**config.mk**
```make
export PLATFORM = sky130hd
export DESIGN_NAME = serial_to_parallel
export DESIGN_NICKNAME = d
export VERILOG_FILES = /design/src/rtl/serial_to_parallel.sv
export SDC_FILE = /design/constraint.sdc
export NUM_CORES = 1
export LEC_CHECK = 0
export CAP_MARGIN = 20
export CORE_MARGIN = 2
export CORE_UTILIZATION = 65
export CTS_BUF_LIST = sky130_fd_sc_hd__clkbuf_4 sky130_fd_sc_hd__clkbuf_8
export DETAILED_ROUTE_END_ITERATION = 16
export DONT_BUFFER_PORTS = 1
export GPL_TIMING_DRIVEN = 1
export PLACE_DENSITY = 0.87
export SLEW_MARGIN = 40
export SYNTH_ARGS = -nofsm -noshare
export SYNTH_HDL_FRONTEND = slang
export SYNTH_SLANG_ARGS = --single-unit
```
**constraint.sdc**
```tcl
create_clock -name CLK -period 4.7 [get_ports CLK]
set_input_delay 0.705 -clock CLK [delete_from_list [all_inputs] [get_ports CLK]]
set_output_delay 0.705 -clock CLK [all_outputs]
set_load 0.03 [all_outputs]
```
**src/rtl/serial_to_parallel.sv**
```systemverilog
// Serial-to-parallel receiver: assembles LSB-first words from a one-bit link and
// publishes each completed word on a holding register with a valid/acknowledge handshake.
module serial_to_parallel #(
  parameter int data_size = 64
) (
  input  logic                 CLK,
  input  logic                 RST,
  input  logic                 DATA,
  input  logic                 SHIFT_EN,
  input  logic                 CLEAR,
  input  logic                 READ_ACK,
  output logic [data_size-1:0] DATA_OUT,
  output logic                 VALID,
  output logic                 OVERRUN,
  output logic                 BUSY
);

  localparam int CW = $clog2(data_size);
  localparam logic [CW-1:0] LAST = CW'(data_size - 1);

  logic [data_size-1:0] sr;
  logic [CW-1:0]        cnt;
  logic                 complete;

  // Handshake: VALID rises on the edge that samples the last bit of a word and
  // falls on the edge where READ_ACK=1 is sampled; a completion in the same cycle
  // as READ_ACK replaces the acknowledged word and keeps VALID high.
  assign complete = SHIFT_EN && !CLEAR && (cnt == LAST);
  assign BUSY     = (cnt != '0);

  always_ff @(posedge CLK or posedge RST) begin
    if (RST) begin
      sr       <= '0;
      cnt      <= '0;
      DATA_OUT <= '0;
      VALID    <= 1'b0;
      OVERRUN  <= 1'b0;
    end else begin
      if (CLEAR) begin
        // Abort drops the partial word and any bit offered in the same cycle.
        sr      <= '0;
        cnt     <= '0;
        OVERRUN <= 1'b0;
      end else if (SHIFT_EN) begin
        if (cnt == LAST) begin
          DATA_OUT <= {DATA, sr[data_size-1:1]};
          sr       <= '0;
          cnt      <= '0;
          if (VALID && !READ_ACK) begin
            OVERRUN <= 1'b1;
          end
        end else begin
          sr  <= {DATA, sr[data_size-1:1]};
          cnt <= cnt + CW'(1);
        end
      end

      if (complete) begin
        VALID <= 1'b1;
      end else if (READ_ACK) begin
        VALID <= 1'b0;
      end
    end
  end

endmodule

```
# Word level (Yosys, flattened, before mapping)
# Index checks and enable logic that the tools add are counted.
# W data, S select, Z words.
dict set report word_totals {
  mem_count 0
  latch_bits 0
  mem_bits_ro 0
  inputBits 6
  reg_bits 136
  output_inout_bits 67
  ramBits 0
  word_cells 32
}
dict set report classes {
  bitwise_logic 1
  order_cmp 0
  reduce_logical 12
  muxes 12
  div_mod_pow 0
  eq_ne 1
  multipliers 0
  n_addsub 1
  shift 0
}
# operator n
set op_table {}
lappend op_table {{$mux W64} 3}
lappend op_table {{$mux W6} 3}
lappend op_table {{$reduce_bool A2 Y1} 4}
lappend op_table {{$add A6 B1 Y6 const B} 1}
lappend op_table {{$eq A6 B6 Y1 const B} 1}
lappend op_table {{$mux W1} 6}
lappend op_table {{$reduce_and A3 Y1} 2}
lappend op_table {{$reduce_bool A6 Y1} 1}
lappend op_table {{$logic_and A1 B1 Y1} 3}
lappend op_table {{$logic_not A1 Y1} 2}
lappend op_table {{$not A1 Y1} 1}

# Longest topological paths before layout
dict set report depth {
  word_depth 6
  ltp_mapped 6
  mapped_depth_nobuf 4
}

# Worst setup path after synthesis
# OpenSTA, ideal clock, no wires.
dict set report synth_path {
  path_type {input port to flip-flop}
  startpoint {input port SHIFT_EN}
  endpoint {register DATA_OUT[10]}
  path_slack_ns 2.788
  stages 6
  setup_time_ns 0.125
  arrival_ns 1.787
  path_cell_list {buf_2 > nand2_1 > nor3_4 > buf_6 > buf_12 > mux2_4}
}
dict set report synth_between {
  elab_chain_cells 1
}
# item line
set synth_rtl {}
lappend synth_rtl {{from (decl)} 9} ;# input logic SHIFT_EN,
lappend synth_rtl {{$reduce_and A3 Y1 (no line)} --}
lappend synth_rtl {{to (signal assigned)} 46} ;# DATA_OUT <= {DATA, sr[data_size-1:1]};
lappend synth_rtl {{to (decl)} 12} ;# output logic [data_size-1:0] DATA_OUT,
# No other way between the ends.
# A chain may end at the register's enable or synchronous reset.

# Worst setup path in the final report
dict set report layout_path {
  startpoint {register cnt[2]}
  endpoint {output port BUSY}
}
dict set report layout_between {
  elab_chain_cells 1
}
# item line
set layout_rtl {}
lappend layout_rtl {{from (decl)} 22} ;# logic [CW-1:0] cnt;
lappend layout_rtl {{from (signal assigned)} 54} ;# cnt <= cnt + CW'(1);
lappend layout_rtl {{$reduce_bool A6 Y1} 29} ;# assign BUSY = (cnt != '0);
lappend layout_rtl {{to (decl)} 15} ;# output logic BUSY
# No other way between the ends.

==> results.md <==
* CP required at 3990 ps
* Area Growth Syn to Fin at 5.67%
* Worst-Skew Late Latency at 430 ps
* Sink Count at 135
* Tightest Hold Check Type: input pin to asynchronous set/reset pin
* Critical R2R Launch: cnt[0]
* Measured slew at the worst slew-check pin at 666 ps
* Setup TNS at 0 ps
* Pwr dens at 353 nW/um^2
* Finished Cell Area at 6270 um^2
* Clk slew on worst S/H paths at 80 ps
* PortBufs at 0
* Post-Syn Area per Cell at 13.6 um^2
* DR iter-0 viols at 224
* Max Slew Vio Count at 0
* CP Launch Type: register
* Gate Count Post-Synth at 437
* Resized cells post-CTS at 0
* Core box area at 8810 um^2
* Syn Nets at 445
* Seq cells post-synth at 135
* Final Core Density at 0.713
* Nets at 426
* Largest net degree at the start of global routing at 137
* Initial Utilization at 0.674
* DP HPWL at 6.00 mm
* Die ar. at 9920 um^2
* FF-to-FF path depth at 5
* Residual DRC count at 0
* CP endpoint kind: output port
* Clk_skew at 9.28 ps
* GRT Overall Usage at 0.230
* Vias at 3481
* Outcome: finished clean
* Die Y at 99.6 um
* Post-Route WL at 10.6 mm
* Setup Fix Bufs, Post-CTS at 0
* Hold Slack at 206 ps
* CTS tree: yes
* Ys flop type: dfrtp_1
* Horiz. Die Dim at 99.6 um
* Share of layout cells above drive strength 1 at 0.244
* Placement Cell Area at 5860 um^2
* Period utilization at 0.457
* Maxcap violations at 0
* Post-synth ARST share at 1.00
* WL per Instance at 19.6 um
* Peak Freq at 466 MHz
* WP data arrival at 1440 ps
* Dpl cells at 507
* Static leakage at 2.76 nW
* Pre-Repair DR Iteration Count at 4
* Post-Syn Area at 5940 um^2
* RSZ-0062 raised after global routing: no
* Slack of the critical path at 2550 ps
* IR drop worst, VDD at 0.252 mV
* Setup Slack @ Placement at 2590 ps
* GPL Wtd Cong at 0.798
* I/O Pins at 73
* CTS root buf: clkbuf_8
* Flop2flop setup slack at 2620 ps
* Non-filler cells, final at 539
* Setup Crit Path Kind: register to output port
* ANT nets after route at 0
* Final hold viol count at 0
* # hold bufs at CTS at 0
* EDFF count, synth at 0
* Max_slew headroom at 0.556
* Total power at 2.21 mW
* Initial antenna violation count at 0
* Syn. warnings at 0
* Remaining Overflow, GRT at 0
* # H-tree levels at 4
* Final min period at 2150 ps
* Worst-path fanout max at 6
* Num rows at 34
* Inserted Clock Buffers at 17
* Routed vias/inst at 6.46
* Sequential cell area fraction in the yosys report at 0.569
* Vias in the first global route at 3501
* Final setup viols at 0
* Clock buffer depth at 2
* # diodes at 0
* Post-synthesis cell type count at 36
* R2r endpoint: DATA_OUT[59]
* First-pass GRT wire length at 18.0 mm
[worst max-delay path by stage]
stage,start,end,slack (ps),cells past startpoint
5_1_grt,cnt[2],BUSY,2460,2
3_5_place_dp,SHIFT_EN,DATA_OUT[59],2590,4
2_1_floorplan,RST,DATA_OUT[0],380,1
4_1_cts,cnt[2],BUSY,2530,2
3_3_place_gp,SHIFT_EN,DATA_OUT[60],2650,4
6_report,cnt[2],BUSY,2550,2
[logic make-up after synthesis]
logic type                 share of synthesized area
and+or+nand+nor                               0.0999
adders and majority gates                    0.00421
DFF                                            0.569
muxes                                          0.154
buffers and inverters                         0.0678
AOI/OAI and AO/OA                              0.101
xor gates and xnor gates                     0.00443
[sequential cells by signal, indices dropped and copies added, names as in the netlist]
register	flops
OVERRUN	1
sr	63
DATA_OUT	64
cnt	6
VALID	1
[final cells by class]
| class | instances | area, um^2 |
|---|---|---|
| Clock inverter | 14 | 175 |
| Clock buffer | 18 | 241 |
| Fill cell | 586 | 2530 |
| Tap cell | 108 | 135 |
| Timing Repair Buffer | 4 | 30.0 |
| Sequential cell | 135 | 3380 |
| Inverter | 38 | 153 |
| Multi-Input combinational cell | 222 | 2160 |
[critical path: stages (launching register included)]
cell and delay (ps):
dfrtp_1 480, nor4_1 300, nand2_1 250
[power breakdown]
group	internal, mW	total, mW	switching, mW
Sequential	1.16	1.17	0.00460
Clock	0.536	0.993	0.457
Combinational	0.0137	0.0512	0.0376
[metal layers]
metal,vias up,wire length [um],global-route usage
li1,1576,-,-
met4,0,172,0.0801
met2,107,5120,0.352
met5,-,0,0
met3,14,637,0.0780
met1,1784,4630,0.310
[Yosys cell counts, types with 2 or more instances]
cell | number | area (um^2)
dfrtp_1 | 135 | 3380
nand3b_1 | 62 | 465
mux2_4 | 49 | 736
inv_1 | 37 | 139
o32ai_1 | 31 | 272
o41ai_1 | 30 | 263
clkbuf_1 | 26 | 97.6
mux2_2 | 15 | 169
buf_2 | 8 | 40.0
buf_12 | 5 | 100
nor2_1 | 5 | 18.8
nand2_1 | 3 | 11.3
xor2_1 | 3 | 26.3
ha_1 | 2 | 25.0
nand3_1 | 2 | 10.0
o211ai_1 | 2 | 15.0
o31ai_1 | 2 | 15.0
or3_1 | 2 | 12.5
[cell usage in the layout, fill, tap and decap left out, types with 2 or more instances in the layout]
master        n
nand3_1       2
mux2_4       49
nand3b_1     62
o211ai_1      2
clkinv_4      3
clkinv_2      2
inv_6         3
mux2_2       15
clkinvlp_4    3
buf_4         4
nor2_1        5
ha_1          2
nand2_1       3
inv_1        36
o41ai_1      30
xor2_1        3
bufinv_16     3
dfrtp_1     135
clkbuf_8     17
o32ai_1      31
or3_1         2
o31ai_1       2
Power figures use the tool's default switching activity.
